### src/rtl/apb_regfile_slave.sv
// APB completer register bank with programmable wait states, byte strobes and error decode.
// Optional write protection of high registers: define APB_REGFILE_PROT_CHECK_EN.
module apb_regfile_slave #(
  parameter int                    DATA_WIDTH  = 32,
  parameter int                    ADDR_WIDTH  = 32,
  parameter int                    NUM_REGS    = 16,
  parameter logic [ADDR_WIDTH-1:0] BASE_ADDR   = '0,
  parameter int                    WAIT_STATES = 1,
  parameter int                    PRIV_BASE   = 8
) (
  input  logic                    pclk,
  input  logic                    presetn,
  input  logic                    psel,
  input  logic                    penable,
  input  logic [ADDR_WIDTH-1:0]   paddr,
  input  logic [2:0]              pprot,
  input  logic                    pwrite,
  input  logic [DATA_WIDTH-1:0]   pwdata,
  input  logic [DATA_WIDTH/8-1:0] pstrb,
  output logic                    pready,
  output logic [DATA_WIDTH-1:0]   prdata,
  output logic                    pslverr
);

  localparam int LP_BYTES = DATA_WIDTH / 8;
  localparam int LP_LSB   = $clog2(LP_BYTES);
  localparam int LP_IDXW  = $clog2(NUM_REGS);
  localparam int LP_TOP   = LP_LSB + LP_IDXW;

  localparam logic [3:0] LP_WAIT = 4'(WAIT_STATES);

  localparam logic [0:0] ST_IDLE   = 1'b0;
  localparam logic [0:0] ST_ACCESS = 1'b1;

  logic [0:0]            r_state;
  logic [0:0]            w_state_next;
  logic [3:0]            r_cnt;
  logic [3:0]            w_cnt_next;
  logic [DATA_WIDTH-1:0] r_regs [NUM_REGS];

  logic [ADDR_WIDTH-1:0] w_off;
  logic [LP_IDXW-1:0]    w_idx;
  logic                  w_err_range;
  logic                  w_err_align;
  logic                  w_err_prot;
  logic                  w_err;
  logic                  w_complete;
  logic                  w_wr_en;
  logic [DATA_WIDTH-1:0] w_cur_word;
  logic [DATA_WIDTH-1:0] w_wr_word;
  logic                  w_unused;

  // Wrap-around subtraction folds addresses below BASE_ADDR into the range error.
  assign w_off       = paddr - BASE_ADDR;
  assign w_idx       = w_off[LP_TOP-1:LP_LSB];
  assign w_err_range = |w_off[ADDR_WIDTH-1:LP_TOP];

  generate
    if (LP_LSB > 0) begin : g_align
      assign w_err_align = |w_off[LP_LSB-1:0];
    end else begin : g_no_align
      assign w_err_align = 1'b0;
    end
  endgenerate

`ifdef APB_REGFILE_PROT_CHECK_EN
  localparam logic [LP_IDXW:0] LP_PRIV = (LP_IDXW + 1)'(PRIV_BASE);
  assign w_err_prot = pwrite & ~pprot[0] & ({1'b0, w_idx} >= LP_PRIV);
`else
  assign w_err_prot = 1'b0;
`endif

  assign w_unused = &{1'b0, pprot};

  assign w_err      = w_err_range | w_err_align | w_err_prot;
  assign w_complete = presetn & (r_state == ST_ACCESS) & psel & penable & (r_cnt == 4'd0);
  assign w_wr_en    = w_complete & pwrite & ~w_err;

  assign pready  = w_complete;
  assign pslverr = w_complete & w_err;
  assign prdata  = (w_complete & ~pwrite & ~w_err) ? r_regs[w_idx] : '0;

  assign w_cur_word = r_regs[w_idx];

  generate
    for (genvar gi = 0; gi < LP_BYTES; gi++) begin : g_lane
      assign w_wr_word[gi*8 +: 8] = pstrb[gi] ? pwdata[gi*8 +: 8] : w_cur_word[gi*8 +: 8];
    end
  endgenerate

  // A missing setup phase still passes through IDLE first, costing one extra cycle.
  always_comb begin
    w_state_next = r_state;
    w_cnt_next   = r_cnt;
    case (r_state)
      ST_IDLE: begin
        if (psel) begin
          w_state_next = ST_ACCESS;
          w_cnt_next   = LP_WAIT;
        end
      end
      ST_ACCESS: begin
        if (!psel) begin
          w_state_next = ST_IDLE;
          w_cnt_next   = 4'd0;
        end else if (penable) begin
          if (r_cnt == 4'd0) begin
            w_state_next = ST_IDLE;
          end else begin
            w_cnt_next = r_cnt - 4'd1;
          end
        end
      end
      default: begin
        w_state_next = ST_IDLE;
        w_cnt_next   = 4'd0;
      end
    endcase
  end

  always_ff @(posedge pclk) begin
    if (!presetn) begin
      r_state <= ST_IDLE;
      r_cnt   <= 4'd0;
    end else begin
      r_state <= w_state_next;
      r_cnt   <= w_cnt_next;
    end
  end

  always_ff @(posedge pclk) begin
    if (!presetn) begin
      for (int i = 0; i < NUM_REGS; i++) begin
        r_regs[i] <= '0;
      end
    end else if (w_wr_en) begin
      r_regs[w_idx] <= w_wr_word;
    end
  end

endmodule

### config.mk
export PLATFORM = sky130hd
export DESIGN_NAME = apb_regfile_slave
export DESIGN_NICKNAME = d
export VERILOG_FILES = /design/src/rtl/apb_regfile_slave.sv
export SDC_FILE = /design/constraint.sdc
export NUM_CORES = 1
export LEC_CHECK = 0
export ABC_AREA = 1
export BUFFER_PORTS_ARGS = -buffer_cell sky130_fd_sc_hd__buf_4
export CELL_PAD_IN_SITES_DETAIL_PLACEMENT = 0
export CELL_PAD_IN_SITES_GLOBAL_PLACEMENT = 1
export CORE_UTILIZATION = 40
export CTS_CLUSTER_SIZE = 24
export DETAILED_ROUTE_END_ITERATION = 8
export GPL_TIMING_DRIVEN = 0
export PLACE_DENSITY = 0.73
export SLEW_MARGIN = 20
export SYNTH_ARGS = -nofsm -noshare
export SYNTH_HDL_FRONTEND = slang
export SYNTH_SLANG_ARGS = --single-unit
### constraint.sdc
create_clock -name pclk -period 7.9 [get_ports pclk]
set_clock_uncertainty 0.1 [all_clocks]
set_input_delay 1.185 -clock pclk [delete_from_list [all_inputs] [get_ports pclk]]
set_output_delay 1.185 -clock pclk [all_outputs]
set_load 0.05 [all_outputs]
* Yosys cells after proc, flatten, opt, wreduce, memory -nomap -nowiden
Memory sizes are Yosys's and may differ from the RTL's.
Cells that the tools add are included.
** Storage, ports and cells
- Register bits after elaboration :: 5
- RAM bits :: 512
- Output and inout port bits :: 34
- Memories :: 1
** Cells by class
- Add/sub/neg operators :: 1
- Equality and inequality tests :: 3
- Muxes and demuxes :: 22
- Bitwise operators :: 13
- Reduce and logical (&&, ||, !) cells :: 5
** Memory list
- r_regs :: depth 16, bits a word 32, rd ports 1, clocked after memory_dff 0, wr ports 16, RTL line 39 : logic [DATA_WIDTH-1:0] r_regs [NUM_REGS];
** Operator list (count)
- 2-to-1 mux 32 bit :: 2
- 2-to-1 mux 8 bit :: 4
- OR reduction 32 bit :: 1
- OR reduction 26 bit :: 1
- 2-to-1 mux 4 bit :: 5
- bitwise AND 1 bit :: 9
- 2-to-1 mux 1 bit :: 9
- one-hot mux 4 bit (2 select lines) :: 1
- != test 3 bit (second input constant) :: 2
- zero test 4 bit :: 1
- subtractor 4 x 1 -> 4 bit (second input constant) :: 1
- inverter 1 bit :: 3
- AND reduction 3 bit :: 1
- != test 2 bit (second input constant) :: 1
- one-hot mux 1 bit (2 select lines) :: 1
- OR reduction 2 bit :: 1
- bitwise OR 1 bit :: 1

* Logic depth before layout (Yosys ltp)
- Word-level depth :: 11
- Depth in mapped cells :: 15
- Mapped depth without buffers :: 11

* Worst setup path before layout
Ideal clock, no wire load.
- Path type :: input to output
- Start point :: input presetn
- End point :: output prdata[10]
- Arrival time :: 3091 ps
- Required time :: 6615 ps
- Path slack :: 3524 ps
- Stages :: 8
- Buffers on the path :: 2
- Cells stage by stage :: buf_4 > inv_2 > nor3_1 > nand3_1 > inv_1 > nand3_1 > buf_2 > nor2_1
** On the way
- Longest elaborated chain between the ends :: 7
** RTL lines
- start: declaration :: RTL line 12 : input logic presetn,
- bitwise AND 1 bit (4 in a row) :: RTL line 76 : assign w_complete = presetn & (r_state == ST_ACCESS) & psel & penable & (r_cnt == 4'd0);
- net pready :: RTL line 20 : output logic pready,
- bitwise AND 1 bit (2 in a row) :: RTL line 81 : assign prdata = (w_complete & ~pwrite & ~w_err) ? r_regs[w_idx] : '0;
- 2-to-1 mux 32 bit :: RTL line 81
- end: declaration :: RTL line 21 : output logic [DATA_WIDTH-1:0] prdata,
The timed path passes the listed nets, and every way through them passes these cells.

* Worst setup path in the final report
- Start point :: input paddr[21]
- End point :: output prdata[20]
** On the way
- Longest elaborated chain between the ends :: 5
** RTL lines
- start: declaration :: RTL line 15 : input logic [ADDR_WIDTH-1:0] paddr,
- OR reduction 26 bit :: RTL line 56 : assign w_err_range = |w_off[ADDR_WIDTH-1:LP_TOP];
- bitwise OR 1 bit :: RTL line 75 : assign w_err = w_err_range | w_err_align | w_err_prot;
- inverter 1 bit :: RTL line 81
- bitwise AND 1 bit :: RTL line 81
- 2-to-1 mux 32 bit :: RTL line 81
No other way between the ends.

==> results.sh <==
export IMPL_status="completed"
export IMPL_overflow=0
export IMPL_die_w_um=251
export IMPL_cp_cell_sequence="buf_4, nor2_1, nand2_1, nor2_1, nand2_1, nor3_4, buf_6, nand3_1, buf_2, nor2_1, buf_4"
export IMPL_cp_max_fo=10
export IMPL_layout_commonest_cell="nand2_1"
export IMPL_critPathArrivalTime_ns=4.25
export IMPL_worst_path_largest_cell_delay_ns=0.63
export IMPL_num_antenna_cells=0
export IMPL_cts_resized_gates=0
export IMPL_die_area_um2=63100
export IMPL_p_per_area_nw_per_um2=220
export IMPL_cts_made_buffers=56
export IMPL_start_kind="primary input"
export IMPL_cts_htree_levels=2
export IMPL_synth_mux_area_fraction=0
export IMPL_io_pin_count=110
export IMPL_fmax_mhz=181
export IMPL_fin_area_um2=28600
export IMPL_grt_pass1_wl_um=112000
export IMPL_postPlaceCellArea_um2=26900
export IMPL_grt_max_degree=33
export IMPL_path_class="in2out"
export IMPL_setup_viol=0
export IMPL_drt_wirelength_per_cell_um=19.4
export IMPL_hold_violations=0
export IMPL_die_h_um=251
export IMPL_slew_headroom=0.345
export IMPL_place_port_buffers=103
export IMPL_rows=90
export IMPL_worst_pin_slew_ns=0.978
export IMPL_p_sw_w=0.00154
export IMPL_worst_path_max_delay_cell="nor3_4"
export IMPL_switching_share=0.244
export IMPL_root_buffer="clkbuf_16"
export IMPL_avgSynthCellArea_um2=8.75
export IMPL_cts_max_path_buffers=3
export IMPL_dp_hpwl_um=56100
export IMPL_cts_tree="done"
export IMPL_final_cell_mix="nand2_1 (1,420), nor2_1 (598), edfxtp_1 (512)"
export IMPL_drive_above_1_share=0.130
export IMPL_drtAntennaViolNets=0
export IMPL_hold_class="reg2reg"
export IMPL_hold_slack_ns=0.362
export IMPL_synth_compound_area_frac=0.00192
export IMPL_ys_seq_elements=517
export IMPL_syn_to_final_growth_pct=15.4
export IMPL_slew_violations=0
export IMPL_syn_area_um2=24800
export IMPL_yosys_area_top_type_share=0.619
export IMPL_cts_clk_slew_worst_paths_ns=0.05
export IMPL_clkLatencyLatePin_ns=0.61
export IMPL_synth_top_cells_by_area="edfxtp_1 (62%), nand2_1 (22%), nor2_1 (9.0%)"
export IMPL_drc=0
export IMPL_synth_nets=2915
export IMPL_cpMostUsedCell="nor2_1"
export IMPL_core_area_um2=60800
export IMPL_synthAdderAreaFrac=0.000504
export IMPL_ys_warn_count=0
export IMPL_num_vias=19000
export IMPL_grt_setup_unrepaired="false"
export IMPL_layout_nets=3088
export IMPL_synth_simple_gate_area_frac=0.331
export IMPL_postCtsSetupRepairBufs=0
export IMPL_combPwrFrac=0.095
export IMPL_synth_cell_types=26
export IMPL_p_leak_nw=12.7
export IMPL_internal_power_w=0.00475
export IMPL_initial_utilization=0.408
export IMPL_p_total_w=0.00629
export IMPL_synth_top_family_by_area="simple AND/OR/NAND/NOR gates"
export IMPL_yosys_area_share_xor_xnor=0
export IMPL_grt_antenna_before_repair=0
export IMPL_wl_um=74500
export IMPL_drtPass1Iterations=5
export IMPL_grt_pass1_vias=18300
export IMPL_clock_power_share=0.409
export IMPL_grt_usage=0.239
export IMPL_routabilityCongestion=0.877
export IMPL_synth_seq_area_share=0.623
export IMPL_cts_hold_buf=0
export IMPL_maxCapViolCount=0
export IMPL_final_setup_tns_ns=0
export IMPL_clkSinkCount=517
export IMPL_worstPathRequired_ns=6.61
export IMPL_fin_crit_sh=0.701
export IMPL_cp_end_kind="output pin"
export IMPL_drt_iter0_drc=1709
export IMPL_yosys_area_top_type="edfxtp_1"
export IMPL_viasPerCell=4.95
export IMPL_layout_min_cycle_time_ns=5.53
export IMPL_syn_inst=2838
export IMPL_seqPwrFrac=0.496
export IMPL_ir_drop_mv=0.160
power by group through the flow:
| stage | clock [W] | combinational, W | sequential [W] |
|---|---|---|---|
| 2_1_floorplan | 0 | 0.000348 | 0.00317 |
| 3_3_place_gp | 0 | 0.000572 | 0.00318 |
| 3_5_place_dp | 0 | 0.000593 | 0.00318 |
| 4_1_cts | 0.00261 | 0.000596 | 0.00312 |
| 5_1_grt | 0.00271 | 0.000652 | 0.00313 |
| 6_report | 0.00258 | 0.000597 | 0.00312 |
cell families after synthesis:
| logic type | after synthesis |
|---|---|
| compound gates | 8 |
| buf+inv | 210 |
| fa+ha+maj | 1 |
| simple gates | 2102 |
| flops | 517 |
registers in the layout, indices dropped and copies added (netlist names):
name	cells
r_cnt	4
r_regs	512
r_state	1
cell type report:
class,instances,area [um2]
fillers,5890,32200
clock inverters,33,309
repair buffers,115,1030
multi-input cells,2111,8320
plain buffers,189,992
inverters,21,78.8
flip-flops and latches,517,15500
well taps,782,978
clock buffers,65,1460
through the flow:
stage,util,cells,worst slack [ns]
floorplan,-,2838,3.52
global placement,0.437,3723,2.49
detailed placement,0.442,3735,2.45
CTS,0.471,3833,2.44
global route,0.471,3833,2.34
finish,0.471,3833,2.37
critical path, delay by kind of cell:
| kind | cells | cell delay (ns) |
|---|---|---|
| buffers and inverters | 4 | 1.16 |
| AND/OR/NAND/NOR | 7 | 1.89 |
path summary, 6_finish.rpt:
check / depth (start not counted) / endpoint / from / slack [ns]
setup reg to reg: 10 / r_regs[1][8]$_SDFFCE_PN0P_ / r_cnt[0]$_SDFFE_PN0P_ / 4.54
hold reg to reg: 2 / r_cnt[1]$_SDFFE_PN0P_ / r_cnt[1]$_SDFFE_PN0P_ / 0.36
hold / removal: 2 / r_cnt[1]$_SDFFE_PN0P_ / r_cnt[1]$_SDFFE_PN0P_ / 0.36
setup / recovery: 11 / prdata[20] / paddr[21] / 2.37
metal layers:
layer,vias to the layer above,routed length (um),global-route usage
met5,-,0,0
met4,0,1610,0.0561
met3,101,6080,0.0489
met2,586,34400,0.388
met1,8971,32400,0.329
li1,9307,-,-
synth_stat cells, drive strengths merged:
master and instances:
nand2 1440, or2 32, o211ai 1, a21oi 4, nand3 7, nand4 17
nor3 2, o21bai 2, ha 1, edfxtp 512, inv 20, dfxtp 5
clkbuf 38, o21ai 1, clkinv 1, buf 151, nor2 604
Note: power is estimated with default switching activity, not from simulation.
